### src/rtl/tm1638_pkg.sv
// Shared constants, FSM state type and 7-segment lookup for the TM1638 display driver.
package tm1638_pkg;

    localparam logic [7:0] CMD_MODE = 8'h40;
    localparam logic [7:0] CMD_ADDR = 8'hC0;
    localparam logic [7:0] CMD_CTRL = 8'h80;

    // Byte stream: 0 = mode cmd, 1 = address cmd, 2..17 = display RAM, 18 = control cmd
    localparam logic [4:0] LAST_BYTE = 5'd18;
    localparam logic [4:0] NUM_BYTES = 5'd19;

    typedef enum logic [2:0] {
        IDLE,
        SETUP,
        SHIFT,
        GAP,
        DONE
    } state_t;

    // Segments a..g in bits 0..6
    localparam logic [6:0] SEG_LUT [16] = '{
        7'h3F, 7'h06, 7'h5B, 7'h4F, 7'h66, 7'h6D, 7'h7D, 7'h07,
        7'h7F, 7'h6F, 7'h77, 7'h7C, 7'h39, 7'h5E, 7'h79, 7'h71
    };

    // The strobe window closes after the mode cmd, after the last RAM byte, and after the control cmd
    function automatic logic is_window_end(input logic [4:0] idx);
        return (idx == 5'd0) || (idx == 5'd17) || (idx == LAST_BYTE);
    endfunction

endpackage

### src/rtl/tm1638_seg_decode.sv
// One digit: hex nibble plus decimal point to TM1638 segment byte; blank forces all segments off.
module tm1638_seg_decode
    import tm1638_pkg::*;
(
    input  logic [3:0] nibble,
    input  logic       dp,
    input  logic       blank,
    output logic [7:0] seg
);

    assign seg = blank ? 8'h00 : {dp, SEG_LUT[nibble]};

endmodule

### src/rtl/tm1638_multi_driver.sv
// TM1638 refresh engine: mode cmd, 16-byte display RAM burst, control cmd, bit-banged on clk1/dio/stb.
// Define TM1638_LED_EN to add the led port and drive the discrete LEDs at the odd RAM addresses.
module tm1638_multi_driver
    import tm1638_pkg::*;
#(
    parameter int NUM_DIGITS = 8,
    parameter int CLK_DIV    = 50,
    parameter int STB_GAP    = 4
) (
    input  logic                    clk,
    input  logic                    rst,
    input  logic                    start,
    input  logic [NUM_DIGITS*4-1:0] hex,
    input  logic [NUM_DIGITS-1:0]   dp,
    input  logic [NUM_DIGITS-1:0]   blank,
    input  logic [2:0]              bright,
    input  logic                    disp_on,
`ifdef TM1638_LED_EN
    input  logic [7:0]              led,
`endif
    output logic                    busy,
    output logic                    done,
    output logic                    clk1,
    output logic                    dio,
    output logic                    stb
);

    localparam int CNT_MAX = (CLK_DIV > STB_GAP) ? CLK_DIV : STB_GAP;
    localparam int CW      = $clog2(CNT_MAX + 1);
    localparam logic [CW-1:0] DIV_LAST = CW'(CLK_DIV - 1);
    localparam logic [CW-1:0] GAP_LAST = CW'(STB_GAP - 1);

    state_t          state, state_n;
    logic [CW-1:0]   cnt, cnt_n;
    logic            phase, phase_n;
    logic [2:0]      bit_idx, bit_n;
    logic [4:0]      byte_idx, byte_n;
    logic            load;

    logic [NUM_DIGITS*4-1:0] hex_q;
    logic [NUM_DIGITS-1:0]   dp_q;
    logic [NUM_DIGITS-1:0]   blank_q;
    logic [2:0]              bright_q;
    logic                    on_q;
`ifdef TM1638_LED_EN
    logic [7:0]              led_q;
`endif

    logic [7:0] seg_byte [8];
    logic [3:0] addr;
    logic [7:0] cur_byte;

    for (genvar g = 0; g < 8; g++) begin : g_digit
        if (g < NUM_DIGITS) begin : g_used
            tm1638_seg_decode u_dec (
                .nibble (hex_q[4*g +: 4]),
                .dp     (dp_q[g]),
                .blank  (blank_q[g]),
                .seg    (seg_byte[g])
            );
        end else begin : g_unused
            assign seg_byte[g] = 8'h00;
        end
    end

    // byte_idx 2..17 maps to RAM address 0..15; 4-bit wrap makes 16,17 -> 14,15
    assign addr = byte_idx[3:0] - 4'd2;

    always_comb begin
        cur_byte = 8'h00;
        if (byte_idx == 5'd0)
            cur_byte = CMD_MODE;
        else if (byte_idx == 5'd1)
            cur_byte = CMD_ADDR;
        else if (byte_idx == LAST_BYTE)
            cur_byte = CMD_CTRL | {4'b0000, on_q, bright_q};
        else if (!addr[0])
            cur_byte = seg_byte[addr[3:1]];
`ifdef TM1638_LED_EN
        else
            cur_byte = {7'b0000000, led_q[addr[3:1]]};
`endif
    end

    always_comb begin
        state_n = state;
        cnt_n   = cnt;
        phase_n = phase;
        bit_n   = bit_idx;
        byte_n  = byte_idx;
        load    = 1'b0;
        case (state)
            IDLE: begin
                if (start) begin
                    state_n = SETUP;
                    load    = 1'b1;
                    cnt_n   = '0;
                    byte_n  = 5'd0;
                end
            end
            SETUP: begin
                if (cnt == DIV_LAST) begin
                    state_n = SHIFT;
                    cnt_n   = '0;
                    phase_n = 1'b0;
                    bit_n   = 3'd0;
                end else begin
                    cnt_n = cnt + CW'(1);
                end
            end
            SHIFT: begin
                if (cnt == DIV_LAST) begin
                    cnt_n   = '0;
                    phase_n = ~phase;
                    // Advance the bit only once its high phase has completed
                    if (phase) begin
                        bit_n = bit_idx + 3'd1;
                        if (bit_idx == 3'd7) begin
                            byte_n = byte_idx + 5'd1;
                            if (is_window_end(byte_idx))
                                state_n = GAP;
                        end
                    end
                end else begin
                    cnt_n = cnt + CW'(1);
                end
            end
            GAP: begin
                if (cnt == GAP_LAST) begin
                    cnt_n   = '0;
                    state_n = (byte_idx == NUM_BYTES) ? DONE : SETUP;
                end else begin
                    cnt_n = cnt + CW'(1);
                end
            end
            DONE: state_n = IDLE;
            default: state_n = IDLE;
        endcase
    end

    always_ff @(posedge clk) begin
        if (rst) begin
            state    <= IDLE;
            cnt      <= '0;
            phase    <= 1'b0;
            bit_idx  <= 3'd0;
            byte_idx <= 5'd0;
            hex_q    <= '0;
            dp_q     <= '0;
            blank_q  <= '0;
            bright_q <= 3'd0;
            on_q     <= 1'b0;
`ifdef TM1638_LED_EN
            led_q    <= 8'h00;
`endif
        end else begin
            state    <= state_n;
            cnt      <= cnt_n;
            phase    <= phase_n;
            bit_idx  <= bit_n;
            byte_idx <= byte_n;
            if (load) begin
                hex_q    <= hex;
                dp_q     <= dp;
                blank_q  <= blank;
                bright_q <= bright;
                on_q     <= disp_on;
`ifdef TM1638_LED_EN
                led_q    <= led;
`endif
            end
        end
    end

    assign busy = (state == SETUP) || (state == SHIFT) || (state == GAP);
    assign done = (state == DONE);
    assign stb  = !((state == SETUP) || (state == SHIFT));
    assign clk1 = (state == SHIFT) ? phase : 1'b1;
    assign dio  = (state == SHIFT) ? cur_byte[bit_idx] : 1'b1;

endmodule
### config.mk
export PLATFORM = sky130hd
export DESIGN_NAME = tm1638_multi_driver
export DESIGN_NICKNAME = d
export VERILOG_FILES = /design/src/rtl/tm1638_pkg.sv /design/src/rtl/tm1638_seg_decode.sv /design/src/rtl/tm1638_multi_driver.sv
export SDC_FILE = /design/constraint.sdc
export NUM_CORES = 1
export LEC_CHECK = 0
export CAP_MARGIN = 20
export CORE_AREA = 4 4 102 104
export CTS_BUF_LIST = sky130_fd_sc_hd__clkbuf_16
export DETAILED_ROUTE_END_ITERATION = 8
export DIE_AREA = 0 0 106 108
export MAX_ROUTING_LAYER = met4
export PLACE_DENSITY = 0.8
export SYNTH_ARGS = -nofsm -noshare
export SYNTH_HDL_FRONTEND = slang
export SYNTH_SLANG_ARGS = --single-unit
### constraint.sdc
create_clock -name clk -period 3.4 [get_ports clk]
set_input_delay 0.68 -clock clk [delete_from_list [all_inputs] [get_ports clk]]
set_output_delay 0.68 -clock clk [all_outputs]
set_load 0.02 [all_outputs]
Yosys cells after proc, flatten, opt, wreduce, memory -nomap -nowiden
Memories as Yosys holds them, arrays and structs flattened.
Cells that the tools add are included.
{ "classes": {"add_sub_neg": 4, "order_cmp": 10, "eq_ne": 18, "mux": 62, "bitwise_logic": 10, "n_reduce_logical": 16} }
{ "op_table": {"columns": ["op", "n"], "rows": [
  ["7-bit 2-to-1 mux", 16],
  ["8-bit 2-to-1 mux", 14],
  ["5-bit >= comparator (second input constant)", 8],
  ["4-bit inverter with 5-bit output", 8],
  ["3-bit 2-to-1 mux", 11],
  ["8-bit binary-select mux with 3-bit select", 1],
  ["5-bit 2-to-1 mux", 4],
  ["6-bit 2-to-1 mux", 3],
  ["6-bit one-hot mux with 3 select lines", 1],
  ["5-bit == test (second input constant)", 3],
  ["2-bit inequality test (second input constant)", 7],
  ["3-bit one-hot mux with 4 select lines", 1],
  ["5-bit one-hot mux with 2 select lines", 1],
  ["1-bit 2-to-1 mux", 7],
  ["7-bit AND reduction", 1],
  ["6-bit by 1-bit adder with 6-bit output (second input constant)", 1],
  ["3-bit by 2-bit == test with 1-bit output (second input constant)", 2],
  ["3-bit == test (second input constant)", 2],
  ["6-bit by 2-bit == test with 1-bit output (second input constant)", 1],
  ["6-bit == test (second input constant)", 1],
  ["3-bit one-hot mux with 2 select lines", 1],
  ["5-bit by 1-bit adder with 5-bit output (second input constant)", 1],
  ["5-bit by 1-bit == test with 1-bit output (second input constant)", 1],
  ["5-bit logical NOT", 1],
  ["other kinds (19)", 23]
]} }
{ "word_totals": {"reg_bits": 70, "mem_bits_ro": 896, "inputBits": 55, "out_inout_bits": 5, "elab_cells": 138, "mem_count": 8} }
{ "memory_table": {"columns": ["name", "words", "word_bits", "rd", "rd_ports_with_merged_regs", "wr", "line", "text"], "rows": [
  ["(name not given)", 16, 7, 1, 0, 0, "tm1638_seg_decode.sv:11", "assign seg = blank ? 8'h00 : {dp, SEG_LUT[nibble]};"],
  ["(name not given)", 16, 7, 1, 0, 0, "tm1638_seg_decode.sv:11", null],
  ["(name not given)", 16, 7, 1, 0, 0, "tm1638_seg_decode.sv:11", null],
  ["(name not given)", 16, 7, 1, 0, 0, "tm1638_seg_decode.sv:11", null],
  ["(name not given)", 16, 7, 1, 0, 0, "tm1638_seg_decode.sv:11", null],
  ["(name not given)", 16, 7, 1, 0, 0, "tm1638_seg_decode.sv:11", null],
  ["2 more memories", null, null, null, null, null, null, null]
]} }

Logic depth before layout (Yosys ltp)
Gate-level depths: netlist (run 1).
{ "logic_depth": {"depth_word": 15, "mapped_depth": 10, "depth_no_buf": 10} }

Hierarchy
A second synthesis (run 1) with hierarchy kept.
{ "hier_totals": {"hier_cells": 713, "hier_area_um2": 5934.4} }
{ "modules_own_cells": {"columns": ["module", "n_inst", "cells_each", "area_each_um2", "seq_area_each_um2"], "rows": [
  ["tm1638_multi_driver", 1, 415, 3647.2, 1401.3],
  ["tm1638_seg_decode at g_digit[0].g_used.u_dec ...", 6, 38, 289.0, 0.0],
  ["tm1638_seg_decode at g_digit[6].g_used.u_dec ...", 2, 35, 276.5, 0.0]
]} }

Worst setup path before layout (run 1)
Ideal clock, no wire load.
{ "synth_timing": {"path_type": "reg2out", "startpoint": "register hex_q[20]", "endpoint": "output dio", "t_arrival_ns": 2.358, "t_required_ns": 2.720, "slack_ns": 0.362, "path_stages_with_launch": 11, "n_path_buf": 0, "cell_sequence": "dfxtp_1 -> inv_1 -> ha_1 -> inv_1 -> mux4_2 -> nor3_1 -> nor3_1 -> or4_1 -> a21oi_1 -> a211o_1 -> a32o_2"} }
{ "synth_via": {"elab_chain_cells": 15} }
{ "synth_lines": {"columns": ["item", "line", "text"], "rows": [
  ["start, declared", "tm1638_multi_driver.sv:40", "logic [NUM_DIGITS*4-1:0] hex_q;"],
  ["start signal, assigned", "tm1638_multi_driver.sv:148", "hex_q <= '0;"],
  ["start signal, assigned", "tm1638_multi_driver.sv:163", "hex_q <= hex;"],
  ["4-bit inverter with 5-bit output (not written as such)", "tm1638_seg_decode.sv:11", null],
  ["memory 16 x 7 bit", null, null],
  ["7-bit 2-to-1 mux (not written as such) (2 in series)", "tm1638_seg_decode.sv:11", null],
  ["8-bit 2-to-1 mux", "tm1638_seg_decode.sv:11", null],
  ["8-bit binary-select mux with 3-bit select", "tm1638_multi_driver.sv:78", "cur_byte = seg_byte[addr[3:1]];"],
  ["8-bit 2-to-1 mux (not written as such) (2 in series)", "tm1638_multi_driver.sv:78", null],
  ["8-bit 2-to-1 mux", "tm1638_multi_driver.sv:77", "else if (!addr[0])"],
  ["8-bit 2-to-1 mux", "tm1638_multi_driver.sv:75", "else if (byte_idx == LAST_BYTE)"],
  ["8-bit 2-to-1 mux", "tm1638_multi_driver.sv:73", "else if (byte_idx == 5'd1)"],
  ["8-bit 2-to-1 mux", "tm1638_multi_driver.sv:71", "if (byte_idx == 5'd0)"],
  ["1-bit binary-select mux with 3-bit select", "tm1638_multi_driver.sv:179", "assign dio = (state == SHIFT) ? cur_byte[bit_idx] : 1'b1;"],
  ["1-bit 2-to-1 mux (not written as such)", "tm1638_multi_driver.sv:179", null],
  ["1-bit 2-to-1 mux", "tm1638_multi_driver.sv:179", null],
  ["end, declared", "tm1638_multi_driver.sv:24", "output logic dio,"]
]} }
Every way passes these cells. The select of a mux whose other input is x is not followed.

Final worst setup path (run 1)
{ "layout_timing": {"startpoint": "register hex_q[25]", "endpoint": "output dio"} }
Same word-level chain as after synthesis.

==> flow_metrics.tcl, run 1 <==
set metrics [dict create \
    cp-end-kind "output pin" \
    rsz0062_at_grt "yes" \
    clock-root-buffer "clkbuf_16" \
    final_cell_mix "142 x nand2_1, 88 x buf_4, 68 x a21oi_1, 63 x dfxtp_1" \
    clockBufferDepth 2 \
    power.share.clock_pct 30.6 \
    status "complete, but fails checks" \
    ir_drop_mv 0.288 \
    drv_slew 0 \
    yosys.area_share.simple_pct 23.5 \
    dr.pass1.iters 5 \
    cts_htree_levels 3 \
    hold_path.class "reg2reg" \
    cap_violations 0 \
    antennaDiodeCount 0 \
    io_pins 60 \
    core-area_sq_um 9550 \
    ys_async_sr_fraction_pct 0 \
    fin_util_pct 73.8 \
    grt_pass1_wl_microns 24400 \
    grt_use_met1_pct 31.7 \
    synth.avg_cell_area_sq_um 7.48 \
    setup_slack_ns -0.0853 \
    arrival_ns 2.81 \
    path_class "reg2out" \
    drive_gt1_share_pct 18.8 \
    synth-seq-cells 70 \
    skew_ns 0.00471 \
    max_freq_mhz 287 \
    synth.area.mux_share_pct 7.50 \
    syn-cell-area_sq_um 5390 \
    yosys-top-cells-area "dfxtp_1 26%, ha_1 13%, nand2_1 9.9%, a21oi_1 6.4%, nor2_1 4.0%" \
    vias 5597 \
    period_needed_ns 3.49 \
    synth.distinct_cells 62 \
    fillers 745 \
    dp_hpwl_microns 11000 \
    die-area_sq_um 11400 \
    synth_fp_nets 833 \
    synth_top_area_share_pct 26.0 \
    worst_hold_slack_ns 0.459 \
    wl_microns 15000 \
    grt_pass1_vias 5295 \
    drc 0 \
    worstPathMaxFanout 3 \
    use_met2_pct 45.8 \
    r2r-end "cnt[5]" \
    overflow 0 \
    place_congestion 0.925 \
    synth_compound_area_share_pct 21.3 \
    multi_input_area_sq_um 3740 \
    relSlewSlack_pct 58.6 \
    hold_buffers 0 \
    die_h_microns 108 \
    top_usage_layer "met2" \
    area_growth_pct 30.8 \
    power_leakage_nw 2.76 \
    crit_path_start_kind "register" \
    num_rows 36 \
    syn_inst 720 \
    p_per_area_nw_per_um2 469 \
    io_buffers 59 \
    grt_start_max_net_pins 36 \
    cts_buffers 9 \
    ff_latch_area_sq_um 1410 \
    p_int_mw 2.15 \
    synth_edf_count 0 \
    power_frac_seq_pct 30.6 \
    path_clk_slew_ns 0.06 \
    insertion_delay_ns 0.35 \
    grt_usage_pct 27.1 \
    start_util_pct 56.4 \
    comb_power_share_pct 38.7 \
    whs_path_depth 2 \
    layout.cells.most_common "nand2_1" \
    cts.sinks 70 \
    fp.dieW_microns 106 \
    synth_top_family_by_area "simple AND/OR/NAND/NOR gates" \
    p_sw_mw 1.16 \
    ys_seq_area_share_pct 26.0 \
    synth-main-ff-cell "dfxtp_1" \
    antenna_found_initial 0 \
    r2r_cells 7 \
    synth_adder_area_share_pct 13.5 \
    r2r_setup_slack_ns 1.30 \
    hp-start "bright_q[2]" \
    violations "negative setup slack" \
    synth_top_cell_by_area "dfxtp_1" \
    cp.required_ns 2.72 \
    cts_tree "done" \
    period_share_pct 103 \
    synth_xor_area_share_pct 1.76 \
    hold_end "bright_q[2]" \
    yosysWarnings 0 \
    worstReg2RegStart "state[1]" \
    met3_usage_pct 3.88 \
    netSwitchingFraction_pct 35.1 \
    nets 947 \
    postRouteAntennaNets 0 \
    setup_viol 1 \
    worst_slew_pin_slew_ns 0.620 \
    vias_per_cell 5.76 \
    hold_violations 0 \
    drt_iter0_markers 329 \
    wire_per_inst_microns 15.4 \
]
## area by class of cell
cell class,instances,area share [%]
tap,133,2.36
sequential,70,20.0
clock buffer,9,3.20
inverter,43,2.36
multi-input combinational,563,53.1
timing repair buffer,147,17.7
clock inverter,7,1.26
## flip-flops by register name (all words and copies together), names as in the netlist
register / flops
bit_idx: 3
blank_q: 8
bright_q: 3
byte_idx: 5
cnt: 6
dp_q: 8
hex_q: 32
on_q: 1
phase: 1
state: 3
## metal layers
| metal | part of all wire [%] | wire length (microns) |
|---|---|---|
| met2 | 51 | 7570 |
| met3 | 4.5 | 674 |
| met4 | 3.4 | 510 |
| met1 | 42 | 6220 |
| met5 | 0 | 0 |
## metrics by stage
stage	setup TNS (ns)	cell area [sq um]	std cells	worst slack, ns	power [mW]
after floorplan	0	5390	720	0.362	1.78
after global placement	-0.238	6620	956	-0.238	2.19
after detailed placement	-0.240	6620	956	-0.240	2.24
after CTS	-0.0466	7020	972	-0.0466	3.29
after global routing	-0.144	7050	972	-0.144	3.50
final	-0.0853	7050	972	-0.0853	3.31
## power groups by stage
stage / logic [mW] / clock network, mW / registers [mW]
floorplan: 0.787 / 0 / 0.996
global placement: 1.18 / 0 / 1.02
detailed placement: 1.22 / 0 / 1.02
CTS: 1.26 / 1.02 / 1.01
global route: 1.42 / 1.06 / 1.03
finish: 1.28 / 1.01 / 1.01
## cell families after synthesis
family | count (synthesis)
compound gates | 179
simple gates | 287
mux | 29
fa+ha+maj | 58
flops | 70
xor+xnor | 10
buf+inv | 87
## critical path, cell delays in order (launching register included)
cell and delay, ns:
dfxtp_1 0.32, inv_1 0.09, ha_4 0.28, inv_1 0.04, mux4_2 0.45, o21ai_1 0.13, a21oi_1 0.07, or4_4 0.54
a21oi_2 0.15, a211o_1 0.13, a32o_2 0.14, buf_6 0.12
## synthesized netlist by cell type, drive strengths merged (3+ instances only)
cell type and number:
nor2 57, a22oi 6, buf 12, nand4 5
a311oi 3, clkbuf 32, mux4 9, nand2 142
inv 43, a211o 4, a21oi 69, a31oi 8
o32ai 5, o311ai 6, o21ai 25, dfxtp 70
a221oi 8, mux2i 19, a21boi 3, o211ai 17
nor2b 13, a211oi 8, or2 3, xor2 6
nand2b 14, ha 58, nand3 19, nor3 23
xnor2 4
## how the worst max path moves through the flow
| stage | from | to | slack (ns) | cells after the start |
|---|---|---|---|---|
| after floorplan | hex_q[20] | dio | 0.36 | 10 |
| after global placement | hex_q[20] | dio | -0.24 | 11 |
| after detailed placement | hex_q[4] | dio | -0.24 | 11 |
| after CTS | hex_q[20] | dio | -0.05 | 12 |
| after global routing | hex_q[12] | dio | -0.14 | 10 |
| final | hex_q[25] | dio | -0.09 | 11 |
## timing repair
action                                  in CTS  in global routing
endpoints found under the setup margin       1                  1
buffers inserted                             0                  0
gates resized for setup                     32                 12
pin swaps                                    8                 11
endpoints found under the hold margin        0                  0
cloned                                       0                  0
Power figures use the tool's default switching activity.
==> run 2, diff against run 1 <==
- CAP_MARGIN: 20 -> 15
==> results of run 2 <==
No change in the layout: final DEF, timing and power equal those of run 1.
